[config.mk]
export PLATFORM = sky130hd
export DESIGN_NAME = pc_predict_flat
export DESIGN_NICKNAME = d
export VERILOG_FILES = /design/src/rtl/pc_predict_if.sv /design/src/rtl/pc_predict.sv /design/src/flat_wrapper.sv
export SDC_FILE = /design/constraint.sdc
export NUM_CORES = 1
export LEC_CHECK = 0
export BUFFER_PORTS_ARGS = -buffer_cell sky130_fd_sc_hd__buf_2
export CAP_MARGIN = 30
export CORE_UTILIZATION = 59
export DETAILED_ROUTE_END_ITERATION = 7
export GPL_TIMING_DRIVEN = 0
export PLACE_DENSITY = 0.87
export SKIP_CTS_REPAIR_TIMING = 1
export SLEW_MARGIN = 20
export SYNTH_ARGS = -nofsm -noshare
export SYNTH_HDL_FRONTEND = slang
export SYNTH_SLANG_ARGS = --single-unit
[constraint.sdc]
create_clock -name clk -period 5.9 [get_ports clk]
set_input_delay 1.77 -clock clk [delete_from_list [all_inputs] [get_ports clk]]
set_output_delay 1.77 -clock clk [all_outputs]
set_load 0.1 [all_outputs]
[src/rtl/pc_predict_if.sv]
// Fetch-side bus of pc_predict: fetch, resolve and jump inputs plus the
// fetch PC, link value, prediction, flush and mispredict counter outputs.
interface pc_predict_if #(
    parameter int WIDTH = 16
);
    logic             en;
    logic [15:0]      inst;
    logic             res_valid;
    logic [WIDTH-1:0] res_pc;
    logic             res_taken;
    logic             res_pred_taken;
    logic [WIDTH-1:0] res_target;
    logic             jr_valid;
    logic [WIDTH-1:0] jr_target;
    logic [WIDTH-1:0] fetch_pc;
    logic [WIDTH-1:0] pc_nx;
    logic             pred_taken;
    logic             flush;
    logic [15:0]      mispredict_cnt;

    modport master (
        output en, inst, res_valid, res_pc, res_taken, res_pred_taken,
               res_target, jr_valid, jr_target,
        input  fetch_pc, pc_nx, pred_taken, flush, mispredict_cnt
    );

    modport slave (
        input  en, inst, res_valid, res_pc, res_taken, res_pred_taken,
               res_target, jr_valid, jr_target,
        output fetch_pc, pc_nx, pred_taken, flush, mispredict_cnt
    );
endinterface

[src/rtl/pc_predict.sv]
// Fetch PC with a direct-mapped table of 2-bit saturating branch counters,
// trained from execute and redirected on mispredicts and register jumps.
module pc_predict #(
    parameter int               WIDTH     = 16,
    parameter int               BHT_DEPTH = 16,
    parameter logic [WIDTH-1:0] RESET_PC  = '0,
    parameter int               INC       = 2
) (
    input  logic        clk,
    input  logic        rst,
    pc_predict_if.slave bus
);
    localparam int               IDX       = $clog2(BHT_DEPTH);
    localparam logic [WIDTH-1:0] INC_W     = WIDTH'(INC);
    localparam logic [1:0]       CTR_RESET = 2'b01;

    logic [1:0]       r_bht [BHT_DEPTH];
    logic [WIDTH-1:0] r_fetch_pc;
    logic [15:0]      r_mispredict_cnt;

    logic             w_is_branch;
    logic [IDX-1:0]   w_fetch_idx;
    logic [IDX-1:0]   w_res_idx;
    logic [1:0]       w_ctr_cur;
    logic [1:0]       w_ctr_upd;
    logic             w_pred_taken;
    logic             w_mispredict;
    logic [WIDTH-1:0] w_pc_nx;
    logic [WIDTH-1:0] w_pred_target;
    logic [WIDTH-1:0] w_next_pc;
    logic             w_unused_inst;

    // Opcodes 01100..01111 share the prefix 011.
    assign w_is_branch   = (bus.inst[15:13] == 3'b011);
    assign w_unused_inst = &{1'b0, bus.inst[10:8]};

    assign w_fetch_idx   = r_fetch_pc[IDX:1];
    assign w_res_idx     = bus.res_pc[IDX:1];
    assign w_ctr_cur     = r_bht[w_res_idx];

    assign w_pred_taken  = w_is_branch & r_bht[w_fetch_idx][1];
    assign w_pc_nx       = r_fetch_pc + INC_W;
    assign w_pred_target = w_pc_nx + {{(WIDTH-8){bus.inst[7]}}, bus.inst[7:0]};
    assign w_mispredict  = bus.res_valid & (bus.res_taken != bus.res_pred_taken);

    always_comb begin
        // NOTE: default assignment first so no path leaves w_next_pc unassigned (no latch).
        w_next_pc = w_pc_nx;
        if (w_mispredict)
            w_next_pc = bus.res_taken ? bus.res_target : (bus.res_pc + INC_W);
        else if (bus.jr_valid)
            w_next_pc = bus.jr_target;
        else if (!bus.en)
            w_next_pc = r_fetch_pc;
        else if (w_pred_taken)
            w_next_pc = w_pred_target;
    end

    always_comb begin
        w_ctr_upd = w_ctr_cur;
        if (bus.res_taken) begin
            if (w_ctr_cur != 2'b11) w_ctr_upd = w_ctr_cur + 2'b01;
        end else begin
            if (w_ctr_cur != 2'b00) w_ctr_upd = w_ctr_cur - 2'b01;
        end
    end

    // NOTE: sequential state uses non-blocking assignments so every flop samples pre-edge values.
    always_ff @(posedge clk or negedge rst) begin
        if (!rst) r_fetch_pc <= RESET_PC;
        else      r_fetch_pc <= w_next_pc;
    end

    // NOTE: the table must be reset to weak not-taken, so it is built from resettable flops, not RAM.
    always_ff @(posedge clk or negedge rst) begin
        if (!rst) begin
            for (int i = 0; i < BHT_DEPTH; i++) r_bht[i] <= CTR_RESET;
        end else if (bus.res_valid) begin
            r_bht[w_res_idx] <= w_ctr_upd;
        end
    end

    always_ff @(posedge clk or negedge rst) begin
        if (!rst)
            r_mispredict_cnt <= '0;
        else if (w_mispredict && (r_mispredict_cnt != 16'hFFFF))
            r_mispredict_cnt <= r_mispredict_cnt + 16'd1;
    end

    assign bus.fetch_pc       = r_fetch_pc;
    assign bus.pc_nx          = w_pc_nx;
    assign bus.pred_taken     = w_pred_taken;
    assign bus.flush          = w_mispredict | bus.jr_valid;
    assign bus.mispredict_cnt = r_mispredict_cnt;
endmodule

[src/flat_wrapper.sv]
// flat-port wrapper written by rule: the top's interface ports become plain ports
module pc_predict_flat 
#(
    parameter int               WIDTH     = 16,
    parameter int               BHT_DEPTH = 16,
    parameter logic [WIDTH-1:0] RESET_PC  = '0,
    parameter int               INC       = 2
)
  (clk, rst, bus_en, bus_inst, bus_res_valid, bus_res_pc, bus_res_taken, bus_res_pred_taken, bus_res_target, bus_jr_valid, bus_jr_target, bus_fetch_pc, bus_pc_nx, bus_pred_taken, bus_flush, bus_mispredict_cnt);
  pc_predict_if #(.WIDTH(WIDTH)) bus_i ();
  input  logic clk;
  input  logic rst;
  input wire logic [$bits(bus_i.en)-1:0] bus_en;
  input wire logic [$bits(bus_i.inst)-1:0] bus_inst;
  input wire logic [$bits(bus_i.res_valid)-1:0] bus_res_valid;
  input wire logic [$bits(bus_i.res_pc)-1:0] bus_res_pc;
  input wire logic [$bits(bus_i.res_taken)-1:0] bus_res_taken;
  input wire logic [$bits(bus_i.res_pred_taken)-1:0] bus_res_pred_taken;
  input wire logic [$bits(bus_i.res_target)-1:0] bus_res_target;
  input wire logic [$bits(bus_i.jr_valid)-1:0] bus_jr_valid;
  input wire logic [$bits(bus_i.jr_target)-1:0] bus_jr_target;
  output wire logic [$bits(bus_i.fetch_pc)-1:0] bus_fetch_pc;
  output wire logic [$bits(bus_i.pc_nx)-1:0] bus_pc_nx;
  output wire logic [$bits(bus_i.pred_taken)-1:0] bus_pred_taken;
  output wire logic [$bits(bus_i.flush)-1:0] bus_flush;
  output wire logic [$bits(bus_i.mispredict_cnt)-1:0] bus_mispredict_cnt;
  assign bus_i.en = bus_en;
  assign bus_i.inst = bus_inst;
  assign bus_i.res_valid = bus_res_valid;
  assign bus_i.res_pc = bus_res_pc;
  assign bus_i.res_taken = bus_res_taken;
  assign bus_i.res_pred_taken = bus_res_pred_taken;
  assign bus_i.res_target = bus_res_target;
  assign bus_i.jr_valid = bus_jr_valid;
  assign bus_i.jr_target = bus_jr_target;
  assign bus_fetch_pc = bus_i.fetch_pc;
  assign bus_pc_nx = bus_i.pc_nx;
  assign bus_pred_taken = bus_i.pred_taken;
  assign bus_flush = bus_i.flush;
  assign bus_mispredict_cnt = bus_i.mispredict_cnt;
  pc_predict #(.WIDTH(WIDTH), .BHT_DEPTH(BHT_DEPTH), .RESET_PC(RESET_PC), .INC(INC)) u_core (.clk(clk), .rst(rst), .bus(bus_i));
endmodule
==> results of run 1 <==
## routing by layer
layer / up-vias / GRT usage / routed length [microns]
li1: 2113 / - / -
met1: 2181 / 0.3866 / 5216
met2: 167 / 0.5276 / 6316
met3: 20 / 0.04762 / 733
met4: 0 / 0.1179 / 254
met5: - / 0 / 0
## where the power goes
part	switching, W	internal, W
sequential	0.0000917	0.000583
clock	0.000171	0.000160
combinational	0.000745	0.000335
total	0.00101	0.00108
## Yosys cell counts (7+ instances only)
| master | n | area, sq um |
|---|---|---|
| inv_1 | 12 | 45.04 |
| clkbuf_1 | 20 | 75.07 |
| a21oi_1 | 25 | 125.1 |
| and4_1 | 7 | 61.31 |
| nor2_1 | 26 | 97.59 |
| nand2_1 | 46 | 172.7 |
| xnor2_1 | 30 | 262.8 |
| mux2_2 | 34 | 382.9 |
| mux2i_1 | 16 | 160.2 |
| nand4_1 | 11 | 68.82 |
| dfstp_2 | 16 | 420.4 |
| o21ai_0 | 15 | 75.07 |
| nand3_1 | 34 | 170.2 |
| ha_1 | 24 | 300.3 |
| mux4_2 | 12 | 270.3 |
| a21o_1 | 7 | 52.55 |
| dfrtp_1 | 48 | 1201 |
| nor3_1 | 15 | 75.07 |
| a211oi_1 | 10 | 75.07 |
| xor2_1 | 24 | 210.2 |
## area by class of cell
class	count	share of cell area
plain buffers	28	0.02295
clock buffers	10	0.02404
clock inverters	6	0.006119
inverters	14	0.009397
multi-input cells	402	0.5337
flip-flops and latches	64	0.2832
well taps	102	0.02229
repair buffers	112	0.09834
## sequential cells by signal, indices dropped and copies added (netlist names)
signal,count
u_core.r_bht,32
u_core.bus.fetch_pc,16
u_core.bus.mispredict_cnt,16
## per-stage QoR
| stage | instance area (sq um) | instances | hold slack [ns] | worst slack, ns |
|---|---|---|---|---|
| finish | 5725 | 738 | 0.4956 | 0.7789 |
| floorplan | 4862 | 508 | 0.4910 | 0.5649 |
| global route | 5725 | 738 | 0.5043 | 0.6403 |
| CTS | 5725 | 738 | 0.4959 | 0.7913 |
| global placement | 5550 | 722 | 0.4734 | 0.8040 |
| detailed placement | 5553 | 722 | 0.4865 | 0.8009 |
## kinds of logic after synthesis
kind of cell / synth area share
adder cells (fa/ha/maj): 0.07051
AND/OR/NAND/NOR: 0.1624
XOR/XNOR: 0.09727
multiplexers: 0.1673
flip-flops: 0.3335
AO/OA/AOI/OAI: 0.1310
buffers and inverters: 0.03808
## critical path, stage by stage
cell and delay, ns:
clkbuf_1 0.29, nand2b_1 0.17, nand2_1 0.11, nand2_1 0.21, nand2_1 0.31, buf_2 0.49
## worst max-delay path by stage
stage,start,endpoint,slack [ns]
detailed placement,bus_inst[15],bus_pred_taken,0.80
floorplan,u_core.bus.fetch_pc[3],bus_pc_nx[15],0.56
finish,bus_res_taken,bus_flush,0.78
global route,bus_res_taken,bus_flush,0.64
CTS,bus_res_taken,bus_flush,0.79
global placement,bus_inst[15],bus_pred_taken,0.80
## placed cells by master (no fill, tap or decap), types with 11 or more instances in the layout
| master | instances |
|---|---|
| buf_2 | 114 |
| dfrtp_1 | 48 |
| nand2_1 | 46 |
| nand3_1 | 34 |
| mux2_2 | 34 |
| xnor2_1 | 30 |
| nor2_1 | 26 |
| a21oi_1 | 25 |
| xor2_1 | 24 |
| ha_1 | 24 |
| clkbuf_1 | 20 |
| mux2i_1 | 16 |
| dfstp_2 | 16 |
| o21ai_0 | 15 |
| nor3_1 | 15 |
| inv_1 | 12 |
| mux4_2 | 12 |
| nand4_1 | 11 |
==> summary.md, run 1 <==
| Metric | Value |
|---|---|
| Outcome | `completed` |
| Largest net degree at the start of global routing | `between 60 and 70` |
| GPL Wtd Cong | `roughly 0.90` |
| Slew headroom | `0.4605` |
| F_max | `195.3 MHz` |
| First-pass GRT wire length | `20720 microns` |
| Total Power | `~0.0021 W` |
| Cell Area, Synth | `4862 sq um` |
| Initial antenna violation count | `0` |
| Final Cycle Share | `0.8680` |
| Clock H-tree levels | `3` |
| Sink Count | `64` |
| # IOs | `approximately 120` |
| Worst Reg-to-Reg Cells | `14` |
| Register area | `between 1500 and 2000 sq um` |
| Max Buffers Root-to-Sink | `2` |
| TritonCTS clock tree | `yes` |
| Die area | `8608 sq um` |
| Critical path class | `in2out` |
| Slew at the pin with the worst max-slew slack | `0.8092 ns` |
| Vias in the first global route | `~4.4k` |
| 1st-iter DRT viols | `between 150 and 200` |
| Post-synth ARST share | `1.000` |
| # diodes | `0` |
| Syn Area/Cell | `about 9.6 sq um` |
| Final hold vios | `0` |
| # port buffers | `around 110` |
| Detailed-route DRC error count | `0` |
| Ys Warns | `0` |
| Core area | `7848 sq um` |
| CP Max Fanout | `9` |
| Clk_skew | `roughly 0.0073 ns` |
| Die Width | `92.78 microns` |
| Max-Cap Viols | `0` |
| GRT Total Usage | `0.3067` |
| VDD IR-drop max | `0.0004234 V` |
| Remaining Overflow, GRT | `0` |
| Placement Rows | `32` |
| Cells after synthesis | `slightly above 500` |
| CP arrival | `roughly 3.4 ns` |
| WHS Path Cells | `1` |
| Area grow syn2layout | `17.76%` |
| Area of the multi-input gates | `3055 sq um` |
| Worst Path Required | `around 4.1 ns` |
| Initial Util | `0.6196` |
| Critical R2R Capture | `u_core.bus.fetch_pc[15]` |
| First-pass DRT Iterations | `5` |
| Minimum clock period | `about 5 ns` |
| Top FF cell, synth | `dfrtp_1` |
| Vias/cell | `around 6.1` |
| Number of fillers in the final layout | `596` |
| EDFF count, synth | `0` |
| Via count | `4481` |
| Fraction of layout cells with a size suffix above 1 | `0.3176` |
| Reg clk slew, reported paths | `roughly 0.070 ns` |
| Final Util | `0.7296` |
| Sequential cell area fraction in the yosys report | `0.3335` |
| P per Cell Area | `~360 nW/um^2` |
| Wirelength, routed | `12520 microns` |
| Clk_lat worst skew | `0.35 ns` |
| Nets | `727` |
| Slew Viols, Final | `0` |
| Die height | `92.78 microns` |
| Mapped Nets | `between 600 and 700` |
| CP Launch Type | `input pin` |
| Clock root buffer | `clkbuf_8` |
| Yosys reg bits | `between 60 and 70` |
| Crit end category | `output port` |
| Endpoint, Worst Hold | `u_core.bus.mispredict_cnt[15]` |
| TritonCTS buffer count | `9` |
| Yosys cell types | `between 50 and 60` |
| Register-to-register setup slack | `2.43 ns` |
| Drt wl/cell | `16.96 microns` |
| Hpwl dp | `9827 microns` |
| Setup TNS | `0 ns` |
| ANT nets after route | `0` |
| HP Start | `u_core.bus.mispredict_cnt[15]` |
| Leak Pwr | `2.622 nW` |
| RR Startpoint | `u_core.bus.fetch_pc[3]` |
| # setup viols final | `0` |
| Unrepaired setup endpoints after global routing | `no` |
| HP Class | `reg2reg` |
No activity file was read; power rests on OpenSTA's default activity.
==> run 2, diff against run 1 <==
Settings changed: ABC_CLOCK_PERIOD_IN_PS set to 5900, CORE_MARGIN set to 10.
==> run 2 against run 1 <==
Compared with the run above: routed wire length grew 7.7%; critical path depth is the same; worst hold slack lost 0.0096 ns; clock power grew 31%; setup slack lost 0.032 ns; register-to-register slack lost 0.09 ns; total power grew 5.2%; via count shrank 1.6%; sequential power is essentially flat; sequential share of layout area shrank 0.31 points; critical path type unchanged; largest cell class unchanged; largest power group unchanged; highest routed layer unchanged.
==> summary.md, run 2 (synthesis gave the netlist of run 1 again) <==
| Metric | Value |
|---|---|
| Outcome | `completed` |
| Fraction of layout cells with a size suffix above 1 | `0.3145` |
| Area grow syn2layout | `19.07%` |
| Core area | `~8000 sq um` |
| Die Width | `about 110 microns` |
| Initial Util | `0.5978` |
| Setup slack at placement | `slightly below 0.8 ns` |
| Initial antenna violation count | `0` |
| Max-Cap Viols | `0` |
| Number of flip-flops in the largest register | `32` |
| CP Launch Type | `input pin` |
| HP Class | `reg2reg` |
| Drt wl/cell | `between 15 and 20 microns` |
| Die area | `approximately 12000 sq um` |
| Die height | `~110 microns` |
| Critical Path Max Stage Delay | `just under 0.5 ns` |
| Slowest cell on crit path | `buf_2` |
| CP Max Fanout | `9` |
| Final hold vios | `0` |
| 1st-iter DRT viols | `between 200 and 250` |
| Placement Rows | `33` |
| Total Power | `approximately 0.0022 W` |
| Sink Count | `64` |
| F_max | `194.1 MHz` |
| Remaining Overflow, GRT | `0` |
| Clk_skew | `0.005542 ns` |
| # setup viols final | `0` |
| Largest net degree at the start of global routing | `65` |
| Clock H-tree levels | `3` |
| Clk_lat worst skew | `about 0.34 ns` |
| Hpwl dp | `10600 microns` |
| Vias/cell | `between 5 and 6` |
| Clock root buffer | `clkbuf_8` |
| Detailed-route DRC error count | `0` |
| TritonCTS clock tree | `yes` |
| VDD IR-drop max | `0.0003817 V` |
| Worst Path Required | `4.13 ns` |
| Via count | `between 4k and 5k` |
| # IOs | `~120` |
| Largest register by flop count | `u_core.r_bht` |
| Hold Slack | `0.4859 ns` |
| GPL Wtd Cong | `approximately 0.97` |
| Crit end category | `output port` |
| Minimum clock period | `5.153 ns` |
| Critical path class | `in2out` |
| Crit path top cell by count | `nand2_1` |
| Slew at the pin with the worst max-slew slack | `0.7966 ns` |
| Most frequent cells in the layout | `114 x buf_2, 48 x dfrtp_1, 46 x nand2_1` |
| ANT nets after route | `0` |
| Unrepaired setup endpoints after global routing | `no` |
| Final Cycle Share | `0.8734` |
| DR top layer | `met4` |
| Final setup margin | `between 0.7 and 0.8 ns` |
| CP arrival | `between 3 and 4 ns` |
| Final Instance Area | `5789 sq um` |
| First-pass DRT Iterations | `5` |
| Slew Viols, Final | `0` |
| Met2 wire length | `roughly 6900 microns` |
| # port buffers | `about 110` |
| Crit-path cells | `clkbuf_1 -> nand2b_1 -> nand2_1 -> nand2_1 -> nand2_1 -> buf_2` |
| TritonCTS buffer count | `9` |
| Most common cell after layout, fill and taps aside | `buf_2` |
| Vias in the first global route | `4620` |
| # diodes | `0` |
| Met3 WL | `~930 microns` |
| GRT Total Usage | `0.2146` |
| Reg clk slew, reported paths | `0.07 ns` |
| Dpl cell area | `around 5600 sq um` |
| First-pass GRT wire length | `22270 microns` |
| Nets | `approximately 730` |
| P per Cell Area | `379.0 nW/um^2` |
| Met1 wire length | `5409 microns` |
| Wirelength, routed | `13480 microns` |
| Setup TNS | `0 ns` |
| Max Buffers Root-to-Sink | `2` |
| Slew headroom | `0.4689` |
| Leak Pwr | `approximately 2.7 nW` |
-- run 2: final cells by class --
cell class / count / area (sq um)
tap: 105 / 131.4
timing repair buffer: 112 / 563.0
buffer: 28 / 131.4
fill: 626 / 2345
clock buffer: 14 / 172.7
clock inverter: 2 / 60.06
inverter: 14 / 53.80
sequential: 64 / 1622
multi-input combinational: 402 / 3055
-- run 2: final timing paths --
| path | startpoint | end | slack (ns) | depth (start not counted) |
|---|---|---|---|---|
| setup / recovery | bus_res_taken | bus_flush | 0.75 | 6 |
| hold / removal | u_core.bus.mispredict_cnt[6] | u_core.bus.mispredict_cnt[6] | 0.49 | 1 |
| setup reg to reg | u_core.bus.fetch_pc[3] | u_core.bus.fetch_pc[15] | 2.34 | 14 |
| hold reg to reg | u_core.bus.mispredict_cnt[6] | u_core.bus.mispredict_cnt[6] | 0.49 | 1 |
| max in group asynchronous | rst | u_core.bus.fetch_pc[10] | 3.86 | 1 |
| min in group asynchronous | rst | u_core.bus.mispredict_cnt[6] | 1.51 | 1 |
-- run 2: power by group --
part | switching [W] | internal (W)
Clock | 0.000160 | 0.000273
Sequential | 0.0000905 | 0.000583
Combinational | 0.000752 | 0.000335
Total | 0.00100 | 0.00119
-- run 2: per-stage QoR --
stage	util	instances
CTS	0.7117	741
detailed placement	0.6831	725
floorplan	-	508
global route	0.7117	741
finish	0.7117	741
global placement	0.6828	725
-- run 2: layer usage --
| metal | vias up | GRT usage |
|---|---|---|
| met2 | 165 | 0.3781 |
| met5 | - | 0 |
| met4 | 0 | 0.07465 |
| met1 | 2104 | 0.2482 |
| li1 | 2112 | - |
| met3 | 27 | 0.04978 |
-- run 2: critical path: cells and delay by family --
family	cells	cell delay, ns
and+or+nand+nor	4	0.82
buffers and inverters	2	0.79
==> run 3, diff against run 2 <==
Settings changed: CORE_UTILIZATION 59 to 30, PLACE_DENSITY 0.87 to unset.
==> run 3 against run 2 <==
Compared with the run above: total power is 4.1% higher; largest power group unchanged; clock-buffer cell count decreased by 1; largest cell class unchanged; via count shrank 2.3%; cell area grew 4.3%; setup slack worse by 0.028 ns; clock skew up 0.0028 ns.
==> summary.md, run 3 (synthesis gave the netlist of run 1 again) <==
| Metric | Value |
|---|---|
| Outcome | `completed` |
| P per Cell Area | `378.6 nW/um^2` |
| Via count | `4306` |
| TritonCTS clock tree | `yes` |
| GPL Wtd Cong | `~0.86` |
| HP Start | `u_core.bus.mispredict_cnt[6]` |
| Largest register by flop count | `u_core.r_bht` |
| Most common cell after layout, fill and taps aside | `buf_2` |
| First-pass GRT wire length | `around 24000 microns` |
| Clk_lat worst skew | `about 0.33 ns` |
| Max Buffers Root-to-Sink | `2` |
| Largest net degree at the start of global routing | `46` |
| Fraction of layout cells with a size suffix above 1 | `0.3155` |
| Nets | `728` |
| VDD IR-drop max | `0.0002795 V` |
| Clk_skew | `approximately 0.0083 ns` |
| Wirelength, routed | `15220 microns` |
| Initial Util | `0.3061` |
| Slew headroom | `0.5830` |
| Final hold vios | `0` |
| TritonCTS buffer count | `9` |
| Remaining Overflow, GRT | `0` |
| CP Max Fanout | `9` |
| Drt wl/cell | `between 15 and 20 microns` |
| Number of flip-flops in the largest register | `32` |
| Die area | `roughly 22000 sq um` |
| Crit end category | `output port` |
| Critical path class | `in2out` |
| Dpl cell area | `about 5700 sq um` |
| Hpwl dp | `about 12000 microns` |
| Vias in the first global route | `between 4k and 5k` |
| Leak Pwr | `2.684 nW` |
| Setup TNS | `0 ns` |
| ANT nets after route | `0` |
| RR Startpoint | `u_core.bus.fetch_pc[3]` |
| CP Launch Type | `input pin` |
| Final Cycle Share | `0.8780` |
| HP Class | `reg2reg` |
| Max-Cap Viols | `0` |
| Placement Rows | `46` |
| Most frequent cells in the layout | `114 x buf_2, 48 x dfrtp_1, 46 x nand2_1` |
| First-pass DRT Iterations | `5` |
| Unrepaired setup endpoints after global routing | `no` |
| Final Instance Area | `roughly 6000 sq um` |
| Clock H-tree levels | `3` |
| Slew at the pin with the worst max-slew slack | `between 0.6 and 0.7 ns` |
| Minimum clock period | `just over 5 ns` |
| Sink Count | `64` |
| Core area | `15890 sq um` |
| Die Width | `147.3 microns` |
| Slew Viols, Final | `0` |
| Worst Path Required | `a little over 4 ns` |
| Area grow syn2layout | `24.14%` |
| Reg clk slew, reported paths | `about 0.05 ns` |
| Initial antenna violation count | `9` |
| Clock root buffer | `clkbuf_16` |
| Number of fillers in the final layout | `~1.7k` |
| GRT Total Usage | `0.1398` |
| # port buffers | `between 100 and 150` |
| Detailed-route DRC error count | `0` |
| # IOs | `~120` |
| Vias/cell | `around 5` |
| 1st-iter DRT viols | `between 300 and 400` |
| CP arrival | `around 3.4 ns` |
| # setup viols final | `0` |
| F_max | `around 190 MHz` |
| Die height | `between 100 and 150 microns` |
| Critical Path Source | `bus_res_taken` |
[run 3: per-layer routing]
metal / global-route usage / share of wire / vias up
met5: 0 / 0.0014 / -
met4: 0.04410 / 0.023 / 4
met3: 0.04300 / 0.068 / 30
met2: 0.2193 / 0.45 / 115
met1: 0.1795 / 0.46 / 2027
li1: - / - / 2130
[run 3: area by class of cell]
cell class              count  area (sq um)  share of cell area
multi-input cells         402          3055              0.5062
flip-flops and latches     64          1622              0.2687
repair buffers            113         590.6             0.09784
clock buffers              13         271.5             0.04498
well taps                 216         270.3             0.04478
plain buffers              28         131.4             0.02177
inverters                  14         53.80            0.008914
clock inverters             3         23.77            0.003939
diodes                      7         17.52            0.002902
[run 3: metrics by stage]
step / setup slack (ns) / util / hold WS, ns / total power, W / instances
after floorplan: 0.5649 / - / 0.4910 / 0.001538 / 508
after global placement: 0.7280 / 0.3584 / 0.4726 / 0.001764 / 836
after detailed placement: 0.7162 / 0.3603 / 0.4800 / 0.001772 / 837
after CTS: 0.7093 / 0.3789 / 0.4890 / 0.002307 / 853
after global routing: 0.5658 / 0.3793 / 0.5047 / 0.002417 / 856
final: 0.7196 / 0.3800 / 0.4818 / 0.002285 / 860
[run 3: worst max-delay path, stage by stage]
cell	delay [ns]
clkbuf_1	0.31
nand2b_1	0.17
nand2_1	0.11
nand2_1	0.24
nand2_1	0.32
buf_2	0.49
[run 3: power by group]
group / leakage, nW / switching [W] / internal [W] / total (W)
clock: 0.137 / 0.000199 / 0.000322 / 0.000521
sequential: 0.785 / 0.0000937 / 0.000584 / 0.000678
combinational: 1.76 / 0.000751 / 0.000336 / 0.00109
[run 3: worst paths after layout]
kind,to,slack [ns],depth (start not counted)
setup / recovery,bus_flush,0.72,6
hold / removal,u_core.bus.mispredict_cnt[6],0.48,1
setup reg to reg,u_core.bus.fetch_pc[15],2.37,14
hold reg to reg,u_core.bus.mispredict_cnt[6],0.48,1
max in group asynchronous,u_core.r_bht[4],4.00,2
min in group asynchronous,u_core.bus.mispredict_cnt[4],1.32,1
